===== src/rtl/lieat_exu_comq_pkg.sv =====
// Shared definitions for the common-execution stage and its result queue.
// Queue entries are packed as {pc, wen, rd, data} with data in the LSBs.
// The helper functions below give the field offsets for any XLEN/RGIDX_SIZE.
package lieat_exu_comq_pkg;

   localparam int COMQ_XLEN       = 32;
   localparam int COMQ_RGIDX_SIZE = 5;
   localparam int COMQ_DEPTH      = 2;

   // Opcode field inside the issued infobus word
   localparam int INFOBUS_OP_LSB  = 0;
   localparam int INFOBUS_OP_MSB  = 3;

   // Which producer answered a forwarding query
   typedef enum logic [1:0] {
      FWD_SRC_NONE  = 2'd0,
      FWD_SRC_QUEUE = 2'd1,
      FWD_SRC_EXE   = 2'd2
   } comq_fwd_src_e;

   // Full entry width: pc + wen + rd + data
   function automatic int comq_ent_w(input int xlen, input int rgidx);
      return 2 * xlen + rgidx + 1;
   endfunction

   // Forwarding view of an entry: {wen, rd, data}, the low part of the entry
   function automatic int comq_fwd_w(input int xlen, input int rgidx);
      return xlen + rgidx + 1;
   endfunction

   function automatic int comq_rd_lsb(input int xlen);
      return xlen;
   endfunction

   function automatic int comq_wen_bit(input int xlen, input int rgidx);
      return xlen + rgidx;
   endfunction

   function automatic int comq_pc_lsb(input int xlen, input int rgidx);
      return xlen + rgidx + 1;
   endfunction

endpackage


===== src/rtl/lieat_exu_comq_fifo.sv =====
// DEPTH-entry result queue for lieat_exu_comq.
// Pointers carry one extra wrap bit so full and empty are distinguishable;
// DEPTH must be a power of two. The ord_o bus exposes the {wen, rd, data}
// part of every entry in age order (slot 0 = oldest) for the forwarding scan.
module lieat_exu_comq_fifo
   import lieat_exu_comq_pkg::*;
#(
   parameter  int XLEN       = COMQ_XLEN,
   parameter  int RGIDX_SIZE = COMQ_RGIDX_SIZE,
   parameter  int DEPTH      = COMQ_DEPTH,
   localparam int EW         = comq_ent_w(XLEN, RGIDX_SIZE),
   localparam int FW         = comq_fwd_w(XLEN, RGIDX_SIZE),
   localparam int IW         = $clog2(DEPTH),
   localparam int PW         = IW + 1
) (
   input  logic                clk,
   input  logic                rstn,
   input  logic                push_i,
   input  logic                pop_i,
   input  logic [EW-1:0]       wdata_i,
   output logic [EW-1:0]       head_o,
   output logic [PW-1:0]       cnt_o,
   output logic                full_o,
   output logic [DEPTH*FW-1:0] ord_o,
   output logic [DEPTH-1:0]    ord_vld_o
);

   logic [EW-1:0] mem_q [DEPTH];
   logic [PW-1:0] wptr_q, wptr_d;
   logic [PW-1:0] rptr_q, rptr_d;
   logic [PW-1:0] cnt;
   logic [IW-1:0] widx, ridx;

   assign widx   = wptr_q[IW-1:0];
   assign ridx   = rptr_q[IW-1:0];
   assign cnt    = wptr_q - rptr_q;
   assign cnt_o  = cnt;
   assign full_o = (widx == ridx) && (wptr_q[PW-1] != rptr_q[PW-1]);
   assign head_o = mem_q[ridx];

   // Pointer advance; wrap modulo 2*DEPTH falls out of the PW-bit width
   always_comb begin
      wptr_d = wptr_q;
      rptr_d = rptr_q;
      if (push_i) wptr_d = wptr_q + PW'(1);
      if (pop_i)  rptr_d = rptr_q + PW'(1);
   end

   // Pointer registers
   always_ff @(posedge clk or negedge rstn) begin
      if (!rstn) begin
         wptr_q <= '0;
         rptr_q <= '0;
      end else begin
         wptr_q <= wptr_d;
         rptr_q <= rptr_d;
      end
   end

   // Entry storage; cleared on reset so an empty queue presents zeros
   always_ff @(posedge clk or negedge rstn) begin
      if (!rstn) begin
         for (int i = 0; i < DEPTH; i++) mem_q[i] <= '0;
      end else if (push_i) begin
         mem_q[widx] <= wdata_i;
      end
   end

   // Age-ordered read-out: slot k is the k-th oldest occupied entry
   for (genvar k = 0; k < DEPTH; k++) begin : g_ord
      logic [IW-1:0] idx;
      assign idx                 = ridx + IW'(k);
      assign ord_o[k*FW +: FW]   = mem_q[idx][FW-1:0];
      assign ord_vld_o[k]        = (PW'(k) < cnt);
   end

endmodule


===== src/rtl/lieat_exu_comq.sv =====
// Common-execution stage: one execute register (E) feeding a shared
// combinational execute unit, with results buffered in a DEPTH-entry queue
// ahead of the writeback arbiter. Issue-side flush kills only the op in E.
// Optional feature macro: LIEAT_COMQ_FWD_EN enables the rd-indexed
// forwarding scan over E and all queued results; without it fwd_hit and
// fwd_data are tied to zero.
module lieat_exu_comq
   import lieat_exu_comq_pkg::*;
#(
   parameter int XLEN       = COMQ_XLEN,
   parameter int RGIDX_SIZE = COMQ_RGIDX_SIZE,
   parameter int DEPTH      = COMQ_DEPTH
) (
   input  logic                       clk,
   input  logic                       rstn,
   // issue side
   input  logic                       com_i_valid,
   output logic                       com_i_ready,
   input  logic [XLEN-1:0]            com_i_pc,
   input  logic [XLEN-1:0]            com_i_imm,
   input  logic [XLEN-1:0]            com_i_src1,
   input  logic [XLEN-1:0]            com_i_src2,
   input  logic [XLEN-1:0]            com_i_infobus,
   input  logic [RGIDX_SIZE-1:0]      com_i_rd,
   input  logic                       com_i_rdwen,
   input  logic                       com_flush,
   // shared execute unit
   output logic                       exe_req_valid,
   output logic [XLEN-1:0]            exe_req_pc,
   output logic [XLEN-1:0]            exe_req_imm,
   output logic [XLEN-1:0]            exe_req_src1,
   output logic [XLEN-1:0]            exe_req_src2,
   output logic [XLEN-1:0]            exe_req_infobus,
   input  logic [XLEN-1:0]            exe_res,
   // writeback side
   output logic                       com_o_valid,
   input  logic                       com_o_ready,
   output logic [XLEN-1:0]            com_o_pc,
   output logic [XLEN-1:0]            com_o_data,
   output logic [RGIDX_SIZE-1:0]      com_o_rd,
   output logic                       com_o_wen,
   output logic [$clog2(DEPTH+1)-1:0] com_o_cnt,
   // forwarding
   input  logic [RGIDX_SIZE-1:0]      fwd_rd,
   output logic                       fwd_hit,
   output logic [XLEN-1:0]            fwd_data
);

   localparam int EW      = comq_ent_w(XLEN, RGIDX_SIZE);
   localparam int FW      = comq_fwd_w(XLEN, RGIDX_SIZE);
   localparam int RD_LSB  = comq_rd_lsb(XLEN);
   localparam int WEN_BIT = comq_wen_bit(XLEN, RGIDX_SIZE);
   localparam int PC_LSB  = comq_pc_lsb(XLEN, RGIDX_SIZE);

   logic                  exe_vld_q,  exe_vld_d;
   logic [XLEN-1:0]       exe_pc_q,   exe_pc_d;
   logic [XLEN-1:0]       exe_imm_q,  exe_imm_d;
   logic [XLEN-1:0]       exe_src1_q, exe_src1_d;
   logic [XLEN-1:0]       exe_src2_q, exe_src2_d;
   logic [XLEN-1:0]       exe_info_q, exe_info_d;
   logic [RGIDX_SIZE-1:0] exe_rd_q,   exe_rd_d;
   logic                  exe_wen_q,  exe_wen_d;

   logic                  push, pop, accept, q_full;
   logic [EW-1:0]         q_wdata, q_head;
   logic [DEPTH*FW-1:0]   fwd_ord;
   logic [DEPTH-1:0]      fwd_ord_vld;

   // A full queue can still take a push when its head leaves this cycle
   assign pop         = com_o_valid & com_o_ready;
   assign push        = exe_vld_q & ~com_flush & (~q_full | pop);
   assign com_i_ready = ~com_flush & (~exe_vld_q | push);
   assign accept      = com_i_valid & com_i_ready;

   assign q_wdata     = {exe_pc_q, exe_wen_q, exe_rd_q, exe_res};

   // E-stage next state: flush wins, then a new op, then drain into the queue
   always_comb begin
      exe_vld_d  = exe_vld_q;
      exe_pc_d   = exe_pc_q;
      exe_imm_d  = exe_imm_q;
      exe_src1_d = exe_src1_q;
      exe_src2_d = exe_src2_q;
      exe_info_d = exe_info_q;
      exe_rd_d   = exe_rd_q;
      exe_wen_d  = exe_wen_q;
      if (com_flush)   exe_vld_d = 1'b0;
      else if (accept) exe_vld_d = 1'b1;
      else if (push)   exe_vld_d = 1'b0;
      if (accept) begin
         exe_pc_d   = com_i_pc;
         exe_imm_d  = com_i_imm;
         exe_src1_d = com_i_src1;
         exe_src2_d = com_i_src2;
         exe_info_d = com_i_infobus;
         exe_rd_d   = com_i_rd;
         exe_wen_d  = com_i_rdwen;
      end
   end

   // E-stage register
   always_ff @(posedge clk or negedge rstn) begin
      if (!rstn) begin
         exe_vld_q  <= 1'b0;
         exe_pc_q   <= '0;
         exe_imm_q  <= '0;
         exe_src1_q <= '0;
         exe_src2_q <= '0;
         exe_info_q <= '0;
         exe_rd_q   <= '0;
         exe_wen_q  <= 1'b0;
      end else begin
         exe_vld_q  <= exe_vld_d;
         exe_pc_q   <= exe_pc_d;
         exe_imm_q  <= exe_imm_d;
         exe_src1_q <= exe_src1_d;
         exe_src2_q <= exe_src2_d;
         exe_info_q <= exe_info_d;
         exe_rd_q   <= exe_rd_d;
         exe_wen_q  <= exe_wen_d;
      end
   end

   assign exe_req_valid   = exe_vld_q;
   assign exe_req_pc      = exe_pc_q;
   assign exe_req_imm     = exe_imm_q;
   assign exe_req_src1    = exe_src1_q;
   assign exe_req_src2    = exe_src2_q;
   assign exe_req_infobus = exe_info_q;

   lieat_exu_comq_fifo #(
      .XLEN       (XLEN),
      .RGIDX_SIZE (RGIDX_SIZE),
      .DEPTH      (DEPTH)
   ) u_fifo (
      .clk       (clk),
      .rstn      (rstn),
      .push_i    (push),
      .pop_i     (pop),
      .wdata_i   (q_wdata),
      .head_o    (q_head),
      .cnt_o     (com_o_cnt),
      .full_o    (q_full),
      .ord_o     (fwd_ord),
      .ord_vld_o (fwd_ord_vld)
   );

   assign com_o_valid = (com_o_cnt != '0);
   assign com_o_pc    = q_head[PC_LSB +: XLEN];
   assign com_o_wen   = q_head[WEN_BIT];
   assign com_o_rd    = q_head[RD_LSB +: RGIDX_SIZE];
   assign com_o_data  = q_head[XLEN-1:0];

`ifdef LIEAT_COMQ_FWD_EN
   localparam int IW = $clog2(DEPTH);

   logic [XLEN-1:0]       fq_data [DEPTH];
   logic [RGIDX_SIZE-1:0] fq_rd   [DEPTH];
   logic                  fq_wen  [DEPTH];
   comq_fwd_src_e         fwd_src;
   logic [IW-1:0]         fwd_idx;

   for (genvar k = 0; k < DEPTH; k++) begin : g_fwd_ent
      assign fq_data[k] = fwd_ord[k*FW +: XLEN];
      assign fq_rd[k]   = fwd_ord[k*FW + RD_LSB +: RGIDX_SIZE];
      assign fq_wen[k]  = fwd_ord[k*FW + WEN_BIT];
   end

   // Youngest producer wins: scan queue oldest-to-youngest so later matches override, then E
   always_comb begin
      fwd_src = FWD_SRC_NONE;
      fwd_idx = '0;
      for (int k = 0; k < DEPTH; k++) begin
         if (fwd_ord_vld[k] && fq_wen[k] && (fq_rd[k] == fwd_rd) && (fwd_rd != '0)) begin
            fwd_src = FWD_SRC_QUEUE;
            fwd_idx = IW'(k);
         end
      end
      if (exe_vld_q && !com_flush && exe_wen_q && (exe_rd_q == fwd_rd) && (fwd_rd != '0))
         fwd_src = FWD_SRC_EXE;
   end

   // Forwarding response mux; a miss returns zero data
   always_comb begin
      fwd_hit  = (fwd_src != FWD_SRC_NONE);
      fwd_data = '0;
      unique case (fwd_src)
         FWD_SRC_EXE:   fwd_data = exe_res;
         FWD_SRC_QUEUE: fwd_data = fq_data[fwd_idx];
         default:       fwd_data = '0;
      endcase
   end
`else
   logic unused_fwd;

   assign unused_fwd = ^{fwd_rd, fwd_ord, fwd_ord_vld};
   assign fwd_hit    = 1'b0;
   assign fwd_data   = '0;
`endif

endmodule


===== config.mk =====
export PLATFORM = sky130hd
export DESIGN_NAME = lieat_exu_comq
export DESIGN_NICKNAME = d
export VERILOG_FILES = /design/src/rtl/lieat_exu_comq_pkg.sv /design/src/rtl/lieat_exu_comq_fifo.sv /design/src/rtl/lieat_exu_comq.sv
export SDC_FILE = /design/constraint.sdc
export NUM_CORES = 1
export LEC_CHECK = 0
export CORE_MARGIN = 3
export CORE_UTILIZATION = 29
export CTS_CLUSTER_DIAMETER = 40
export DETAILED_ROUTE_END_ITERATION = 8
export PLACE_DENSITY = 0.57
export REMOVE_ABC_BUFFERS = 1
export SKIP_CTS_REPAIR_TIMING = 1
export SYNTH_ARGS = -nofsm -noshare
export SYNTH_HDL_FRONTEND = slang
export SYNTH_SLANG_ARGS = --single-unit

===== constraint.sdc =====
create_clock -name clk -period 2.1 [get_ports clk]
set_input_delay 0.525 -clock clk [delete_from_list [all_inputs] [get_ports clk]]
set_output_delay 0.525 -clock clk [all_outputs]
set_load 0.1 [all_outputs]

## After elaboration in Yosys (flattened, before gate mapping)

Index checks and enable logic that the tools add are counted.
W data, S select, Z words.

| storage, ports and cells | value |
|---|---|
| register bits | 311 |
| latch bits | 0 |
| memory bits (writable) | 0 |
| memory bits (read-only) | 0 |
| input bits | 208 |
| output and inout port bits | 268 |
| logic and storage cells | 45 |
| memories | 0 |

| operators by class | value |
|---|---|
| add/subtract/negate cells | 3 |
| multiply operators | 0 |
| divide/modulo/power cells | 0 |
| order comparisons | 3 |
| equal/unequal tests | 2 |
| shifts and indexed selects | 0 |
| muxes and demuxes | 9 |
| bitwise logic cells | 12 |
| reduce and logical (&&, ||, !) cells | 4 |

Operators by type and width:

| operator | count |
|---|---|
| $mux W70 | 4 |
| $bwmux W140 | 1 |
| $demux W70 S1 | 1 |
| $and A1 B1 Y1 | 5 |
| $add A2 B1 Y2 const B | 2 |
| $ge A2 B2 Y1 const B | 2 |
| $not A1 Y2 | 2 |
| $mux W1 | 3 |
| $not A1 Y1 | 3 |
| $reduce_bool A3 Y1 | 1 |
| $logic_and A1 B1 Y1 | 2 |
| $lt A2 B1 Y1 const B | 1 |
| $or A1 B1 Y1 | 2 |
| $reduce_bool A2 Y1 | 1 |
| $sub A2 B2 Y2 | 1 |
| $eq A1 B1 Y1 | 1 |
| $ne A1 B1 Y1 | 1 |

## Depth between registers and ports, before layout

Gate-level depths: netlist of run 1.

| logic depth | value |
|---|---|
| word-level depth | 10 |
| mapped depth | 8 |
| depth with buffers taken out | 5 |

## By module

A second synthesis of run 1 with hierarchy kept.

| unflattened totals | value |
|---|---|
| cell total of the unflattened synthesis | 870 |
| area total of the unflattened synthesis | 14262.4 µm² |

By module, submodules not included:

| module | times used | cells each | area an instance (µm²) | seq. area each (µm²) |
|---|---|---|---|---|
| lieat_exu_comq | 1 | 396 | 7234.4 | 4179.0 |
| lieat_exu_comq_fifo | 1 | 474 | 7028.0 | 3603.5 |

## Worst setup path after synthesis of run 1

OpenSTA, ideal clock, no wires.

| path | value |
|---|---|
| kind | register to output |
| start | register u_fifo.wptr_q[0] |
| end | output port com_i_ready |
| arrival | 2.748 ns |
| required time | 1.575 ns |
| slack | -1.173 ns |
| stages on the path, launching flop included | 5 |
| path buffers | 1 |
| path through | dfrtp_1 -> inv_1 -> ha_1 -> clkbuf_1 -> a41oi_1 |

| between the ends | value |
|---|---|
| longest elaborated chain between the ends | 7 |
| elaborated cells between the ends (all ways) | 10 |
| classes of those cells | 1 x add/sub; 1 x eq/ne; 6 x bitwise; 2 x reduce/logical |

RTL lines:

| element | RTL line | RTL |
|---|---|---|
| start: declaration | lieat_exu_comq_fifo.sv:29 | `logic [PW-1:0] wptr_q, wptr_d;` |
| start signal: assignment | lieat_exu_comq_fifo.sv:55 | `wptr_q <= wptr_d;` |
| $sub A2 B2 Y2 / $eq A1 B1 Y1 (equally long branches) | lieat_exu_comq_fifo.sv:36, lieat_exu_comq_fifo.sv:38 |  |
| $reduce_bool A2 Y1 / $logic_and A1 B1 Y1 (equally long branches) | lieat_exu_comq.sv:148, lieat_exu_comq_fifo.sv:38 |  |
| $and A1 B1 Y1 / $not A1 Y1 (equally long branches) | lieat_exu_comq.sv:70, lieat_exu_comq.sv:71 |  |
| $or A1 B1 Y1 * | lieat_exu_comq.sv:71 | `assign push = exe_vld_q & ~com_flush & (~q_full \| pop);` |
| $and A1 B1 Y1 * | lieat_exu_comq.sv:71 |  |
| $or A1 B1 Y1 * | lieat_exu_comq.sv:72 | `assign com_i_ready = ~com_flush & (~exe_vld_q \| push);` |
| $and A1 B1 Y1 * | lieat_exu_comq.sv:72 |  |
| end: declaration | lieat_exu_comq.sv:18 | `output logic com_i_ready,` |

Every way passes the cells marked *; elsewhere a longest branch is shown, timed or not.

## Worst setup path after layout of run 1

| path | value |
|---|---|
| start | register u_fifo.rptr_q[0] |
| end | output port com_o_valid |

| between the ends | value |
|---|---|
| longest elaborated chain between the ends | 2 |

RTL lines:

| element | RTL line | RTL |
|---|---|---|
| start: declaration | lieat_exu_comq_fifo.sv:30 | `logic [PW-1:0] rptr_q, rptr_d;` |
| start signal: assignment | lieat_exu_comq_fifo.sv:56 | `rptr_q <= rptr_d;` |
| $sub A2 B2 Y2 | lieat_exu_comq_fifo.sv:36 | `assign cnt = wptr_q - rptr_q;` |
| $reduce_bool A2 Y1 | lieat_exu_comq.sv:148 | `assign com_o_valid = (com_o_cnt != '0);` |
| end: declaration | lieat_exu_comq.sv:36 | `output logic com_o_valid,` |

No other way between the ends.

==> results.env, run 1 <==
MAX_SLEW_VIOLATIONS=0
TRITONCTS='yes'
FIRST_GLOBAL_VIAS=9390
NETLIST_INSTANCES=790
NUMBER_OF_NETS_IN_THE_LAYOUT=1571
TIMING.FINAL.CRIT_PERIOD_NS=2.47
SYNTH-WARNING-COUNT=0
GLOBALROUTE.TOTALOVERFLOW=0
WORSTSETUPENDPOINTTYPE='output port'
DIE_AREA_UM2=49000
DRT_FIRST_ITER_VIOLATIONS=240
WIRE_LENGTH_OF_THE_FIRST_GLOBAL_ROUTING_PASS_UM=57100
GRT_SETUP_UNREPAIRED='true'
FINAL_CORE_UTIL_PCT=49.6
POST_SYNTH_MUX_AREA_SHARE_PCT=35.5
DESIGN.PORTCOUNT=476
TOTALWIRELENGTH_UM=41000
SYNTH.FF_LATCH_COUNT=311
POST-ROUTE-PERIOD-UTIL_PCT=118
MET1WIRELENGTH_UM=16500
ANTENNA_VIOLATING_NETS_POST_ROUTE=0
TRITONCTS.NUM_BUFFERS=57
WORST_SLEW_PIN_SLEW_NS=0.581
DRIVE_GT1_SHARE_PCT=59.4
CORE.ROWCOUNT=78
COREAREA_UM2=45600
GLOBAL_ROUTE.USAGE.TOTAL_PCT=14.8
SYNTH_AREA_IN_COMPOUND_GATES_PCT=0.865
VIOLATIONS_IN_THE_FINAL_REPORTS='negative setup slack'
HP-CLASS='reg2reg'
TIMING.CLOCK.SKEW_NS=0.0245
FP.DIEW_UM=221
MET3ROUTEDLENGTH_UM=3380
LAYOUT.CELL_AREA.NON_FILLER_UM2=22600
DP_HPWL_UM=27300
TOP_SIGNAL_LAYER_USED='met5'
SYNTH.AVG_CELL_AREA_UM2=17.0
DRT-WIRELENGTH-PER-CELL_UM=20.4
NUMBER_OF_ITERATIONS_IN_THE_FIRST_DETAILED_ROUTING_PASS=4
WORST_EP_ARRIVAL_TIME_NS=1.95
CRIT_PATH_CLASS='reg2out'
CTS.PATH.MAX_BUFFERS=3
COMBINED_AREA_OF_ALL_SYNTHESIZED_CELLS_UM2=13500
DETAIL_ROUTE.VIAS_PER_CELL=4.34
OUTCOME='finished, violations left'
POSTPLACECELLAREA_UM2=19500
HOLD_SLACK_NS=0.478
FMAX_MHz=404
FINAL-HOLD-VIOLATION-COUNT=0
INITIAL_UTILIZATION_PCT=29.5
FILLERINSTANCES=3835
SYNTH_TOP_FAMILY_BY_AREA='multiplexers'
FINALSETUPVIOLATIONS=127
SYNTHADDERAREAFRAC_PCT=0.0930
DIE_H_UM=221
TIMING.FINAL.WS_SETUP_NS=-0.374
ROUTABILITYCONGESTION=0.716
AREAGROWTHSYNTHTOFINISH_PCT=68.0
CLOCK_SINKS=311
SEQCELLAREA_UM2=7790
MAXIMUM_NUMBER_OF_PINS_ON_ONE_NET_BEFORE_GLOBAL_ROUTE_REPAIR=61
GRT_ANTENNA_BEFORE_REPAIR=3
YS_SEQ_AREA_SHARE_PCT=57.8
CLK_TRANSITION_REPORTED_PATHS_NS=0.05
SYNTH-XOR-AREA-SHARE_PCT=0.632
NETLIST_CELL_TYPES=25
CRIT_PATH_START_KIND='register'
WORST-PATH-MAX-FANOUT=3
TIMING.MAX_SLEW.REL_SLACK_PCT=61.3
PORT_BUFFERS=437
VIAS=8705
MET2_LENGTH_UM=20200
SYNTHSIMPLEGATEAREAFRAC_PCT=0.251
DRT_DRC_VIOLATIONS_LEFT=0
HTREE_LEVELS=2
MAXCAPVIOLCOUNT=0
MULTIINPUTGATEAREA_UM2=5430
CLOCK_INSERTION_DELAY_WORST_SKEW_NS=0.59
REQUIRED_NS=1.57
CLOCKROOTBUFFER='clkbuf_16'
## synth_stat cells
| cell | count | area [µm²] |
|---|---|---|
| clkbuf_1 | 9 | 33.8 |
| nand2_1 | 3 | 11.3 |
| xnor2_1 | 2 | 17.5 |
| clkbuf_2 | 2 | 10.0 |
| ha_1 | 1 | 12.5 |
| mux2_1 | 11 | 124 |
| a41oi_1 | 2 | 17.5 |
| xor2_1 | 2 | 17.5 |
| a311oi_4 | 2 | 52.6 |
| nor2_1 | 1 | 3.75 |
| a41oi_4 | 1 | 27.5 |
| buf_2 | 2 | 10.0 |
| a31oi_1 | 1 | 6.26 |
| buf_6 | 30 | 338 |
| mux2_2 | 226 | 2540 |
| dfrtp_1 | 311 | 7780 |
| xnor3_1 | 1 | 22.5 |
| nand2b_1 | 3 | 18.8 |
| conb_1 | 1 | 3.75 |
| buf_4 | 33 | 248 |
| o21ai_0 | 1 | 5.00 |
| xor2_4 | 1 | 27.5 |
| a21boi_0 | 1 | 7.51 |
| inv_1 | 3 | 11.3 |
| mux2_4 | 140 | 2100 |
## logic make-up (layout without fill, tap and decap cells)
group | count (synthesis) | after routing
compound gates | 8 | 8
xor+xnor | 6 | 6
fa+ha+maj | 1 | 1
buf+inv | 79 | 662
flops | 311 | 311
mux | 377 | 377
other cells | 1 | 34
simple gates | 7 | 7
## per-stage QoR
stage           TNS, ns  worst slack [ns]  instances
6_report         -26.70            -0.374       2006
5_1_grt          -38.97            -0.456       2005
4_1_cts          -64.86            -0.753       1953
3_5_place_dp    -106.70            -0.418       1851
3_3_place_gp    -104.53            -0.401       1851
2_1_floorplan  -1352.93             -5.40        746
## placed cells by master (no fill, tap or decap), drive strengths merged
master / Yosys / routed
conb: 1 / 33
inv: 3 / 7
a31oi: 1 / 1
clkinv: 0 / 11
xnor3: 1 / 1
dlygate4sd3: 0 / 1
xor2: 3 / 3
clkdlybuf4s50: 0 / 201
a311oi: 2 / 2
dfrtp: 311 / 311
a41oi: 3 / 3
nor2: 1 / 1
diode: 0 / 1
nand2b: 3 / 3
clkbuf: 11 / 94
ha: 1 / 1
buf: 65 / 334
a21boi: 1 / 1
o21ai: 1 / 1
nand2: 3 / 3
mux2: 377 / 377
clkinvlp: 0 / 10
xnor2: 2 / 2
bufinv: 0 / 4
## final timing paths
check / startpoint / endpoint / slack, ns / depth (start not counted)
min: u_fifo.mem_q[72] / u_fifo.mem_q[72] / 0.48 / 1
max reg2reg: u_fifo.rptr_q[0] / u_fifo.mem_q[17] / -0.09 / 8
max in group asynchronous: rstn / u_fifo.rptr_q[0] / 0.79 / 3
min in group asynchronous: rstn / exe_req_imm[7] / 0.53 / 2
max: u_fifo.rptr_q[0] / com_o_valid / -0.37 / 5
min reg2reg: u_fifo.mem_q[72] / u_fifo.mem_q[72] / 0.48 / 1
## per-layer routing
| layer | GRT usage (%) | up-vias |
|---|---|---|
| met5 | 0 | - |
| li1 | - | 3906 |
| met3 | 6.42 | 64 |
| met2 | 24.1 | 312 |
| met4 | 4.80 | 6 |
| met1 | 17.7 | 4417 |
## sequential cells by signal (all words and copies together) (netlist names)
name             flops
u_fifo.rptr_q        2
exe_wen_q            1
exe_req_valid        1
exe_rd_q             5
exe_req_src1        32
exe_req_pc          32
u_fifo.mem_q       140
exe_req_imm         32
exe_req_infobus     32
u_fifo.wptr_q        2
exe_req_src2        32
## worst max-delay path, stage by stage, from the launching register on
cell and delay (ns):
dfrtp_4 0.50, ha_4 0.17, buf_4 0.14, xnor3_2 0.28
nand2_2 0.11, buf_12 0.17
## final cells by class
type	count	share of cell area, %
Antenna cell	1	0.0111
Clock buffer	73	6.88
Clock inverter	29	1.39
Inverter	3	0.0609
Multi-Input combinational cell	432	24.0
Sequential cell	311	34.4
Tap cell	600	3.32
Timing Repair Buffer	557	29.9
Power of run 1 is not shown: default switching activity piles up to over one toggle a cycle in this logic, so the estimate is an artifact.
==> inputs of run 2 (changes only) <==
==> constraint.sdc (replaced) <==
create_clock -name clk -period 2.1 [get_ports clk]
set_input_delay 0.42 -clock clk [delete_from_list [all_inputs] [get_ports clk]]
set_output_delay 0.42 -clock clk [all_outputs]
set_load 0.1 [all_outputs]
==> run 2 against run 1 <==
The flow still finishes with violations (negative setup slack). Critical path type unchanged. Final area fell by 0.46%. Worst setup slack gained 0.040 ns. Clock skew shrank 0.0055 ns. Highest routed layer is now met4. Core utilization down 0.23 points.
==> results.env, run 2 (synthesized netlist as in run 1, its figures left out) <==
FMAX_MHz=411
LAYOUT.CELL_AREA.NON_FILLER_UM2=22500
MOSTFREQUENTLAYOUTCELLS='dfrtp_1, mux2_4, clkdlybuf4s50_1, buf_4, mux2_2'
MAXIMUM_NUMBER_OF_PINS_ON_ONE_NET_BEFORE_GLOBAL_ROUTE_REPAIR=53
WORST_SLEW_PIN_SLEW_NS=0.544
N_ANTENNA_CELL=0
CRIT_PATH_START_KIND='register'
REQUIRED_NS=1.68
DESIGN.PORTCOUNT=476
SETUP-TNS-FINAL_NS=-35.88
DRIVE_GT1_SHARE_PCT=59.0
DRT_FIRST_ITER_VIOLATIONS=383
DRT_DRC_VIOLATIONS_LEFT=0
WORST-PATH-MAX-FANOUT=4
CLOCK_INSERTION_DELAY_WORST_SKEW_NS=0.58
VIAS=8635
CRIT_PATH_CLASS='reg2out'
NUMBER_OF_NETS_IN_THE_LAYOUT=1558
ANTENNA_VIOLATING_NETS_POST_ROUTE=0
INITIAL_UTILIZATION_PCT=29.5
CLOCKROOTBUFFER='clkbuf_16'
TIMING.FINAL.WS_SETUP_NS=-0.333
FINAL-HOLD-VIOLATION-COUNT=0
MAXCAPVIOLCOUNT=0
POST-ROUTE-PERIOD-UTIL_PCT=116
TIMING.FINAL.CRIT_PERIOD_NS=2.43
TIMING.MAX_SLEW.REL_SLACK_PCT=63.7
FP.DIEW_UM=221
FINALSETUPVIOLATIONS=218
HP-CLASS='in2async'
SEQCELLAREA_UM2=7790
NUMBER_OF_ITERATIONS_IN_THE_FIRST_DETAILED_ROUTING_PASS=4
DIE_AREA_UM2=49000
CORE.ROWCOUNT=78
WORST_EP_ARRIVAL_TIME_NS=2.01
FILLERINSTANCES=3864
DP_SLACK_NS=-0.312
POSTPLACECELLAREA_UM2=19100
PORT_BUFFERS=437
GRT_SETUP_UNREPAIRED='true'
MULTIINPUTGATEAREA_UM2=5520
CTS.PATH.MAX_BUFFERS=3
ROUTABILITYCONGESTION=0.724
CLK_TRANSITION_REPORTED_PATHS_NS=0.05
DIE_H_UM=221
DRT-WIRELENGTH-PER-CELL_UM=20.7
DP_HPWL_UM=27300
WIRE_LENGTH_OF_THE_FIRST_GLOBAL_ROUTING_PASS_UM=57500
TRITONCTS='yes'
FINAL_COMMON_CELL='dfrtp_1'
AREAGROWTHSYNTHTOFINISH_PCT=67.3
R2R_SETUP_SLACK_NS=-0.17
WORSTSETUPENDPOINTTYPE='output port'
FIRST_GLOBAL_VIAS=9334
COREAREA_UM2=45600
MAX_SLEW_VIOLATIONS=0
HTREE_LEVELS=2
GLOBALROUTE.TOTALOVERFLOW=0
HOLD_SLACK_NS=0.361
GRT_ANTENNA_BEFORE_REPAIR=0
TRITONCTS.NUM_BUFFERS=55
CLOCK_SINKS=311
LARGEST_REGISTER_FFS=140
DETAIL_ROUTE.VIAS_PER_CELL=4.33
TIMING.CLOCK.SKEW_NS=0.0191
GLOBAL_ROUTE.USAGE.TOTAL_PCT=15.0
OUTCOME='finished, violations left'
TOTALWIRELENGTH_UM=41200
LARGEST-REGISTER='u_fifo.mem_q'
VIOLATIONS_IN_THE_FINAL_REPORTS='negative setup slack'
==> run 2: cell count changes in the layout (fill, tap and decap cells not counted), sizes merged <==
| cell | previous run | this run |
|---|---|---|
| inv | 7 | 9 |
| clkinv | 11 | 13 |
| bufinv | 4 | 11 |
| clkbuf | 94 | 89 |
| clkinvlp | 10 | 6 |
| diode | 1 | 0 |
| buf | 334 | 321 |
==> run 2: layer usage <==
layer / share of wire, % / up-vias / wire (µm) / global-route usage (%)
li1: - / 3876 / - / -
met1: 42 / 4395 / 17200 / 18.7
met2: 49 / 313 / 20300 / 24.4
met3: 7.3 / 51 / 2990 / 5.41
met4: 1.7 / 0 / 691 / 4.45
met5: 0 / - / 0 / 0
==> run 2: final timing paths <==
path,start,end,cells past startpoint
worst max-delay path,u_fifo.rptr_q[0],com_i_ready,6
worst min-delay path,rstn,u_fifo.mem_q[75],2
worst max register to register,u_fifo.rptr_q[0],exe_req_src1[19],8
worst min register to register,u_fifo.mem_q[74],u_fifo.mem_q[74],1
max in group asynchronous,rstn,exe_req_src2[7],3
min in group clk,com_i_imm[2],exe_req_imm[2],2
==> run 2: area by class of cell <==
cell class	instances	area share, %
timing repair buffer	546	28.6
sequential	311	34.6
inverter	3	0.0612
clock inverter	36	2.31
multi-input combinational	432	24.5
tap	600	3.34
clock buffer	66	6.57
==> run 2: through the flow <==
step                      util (%)  std cells
after floorplan                  -        746
after global placement        41.9       1844
after detailed placement      41.9       1844
after CTS                     46.3       1946
after global routing          49.4       1994
final                         49.4       1994
==> run 2: critical path: stages, from the launching register on <==
cell	delay [ns]
dfrtp_4	0.51
ha_4	0.17
nand2b_4	0.17
buf_6	0.13
a41oi_2	0.15
buf_4	0.14
buf_12	0.16
Power of run 2 is left out for the same reason.
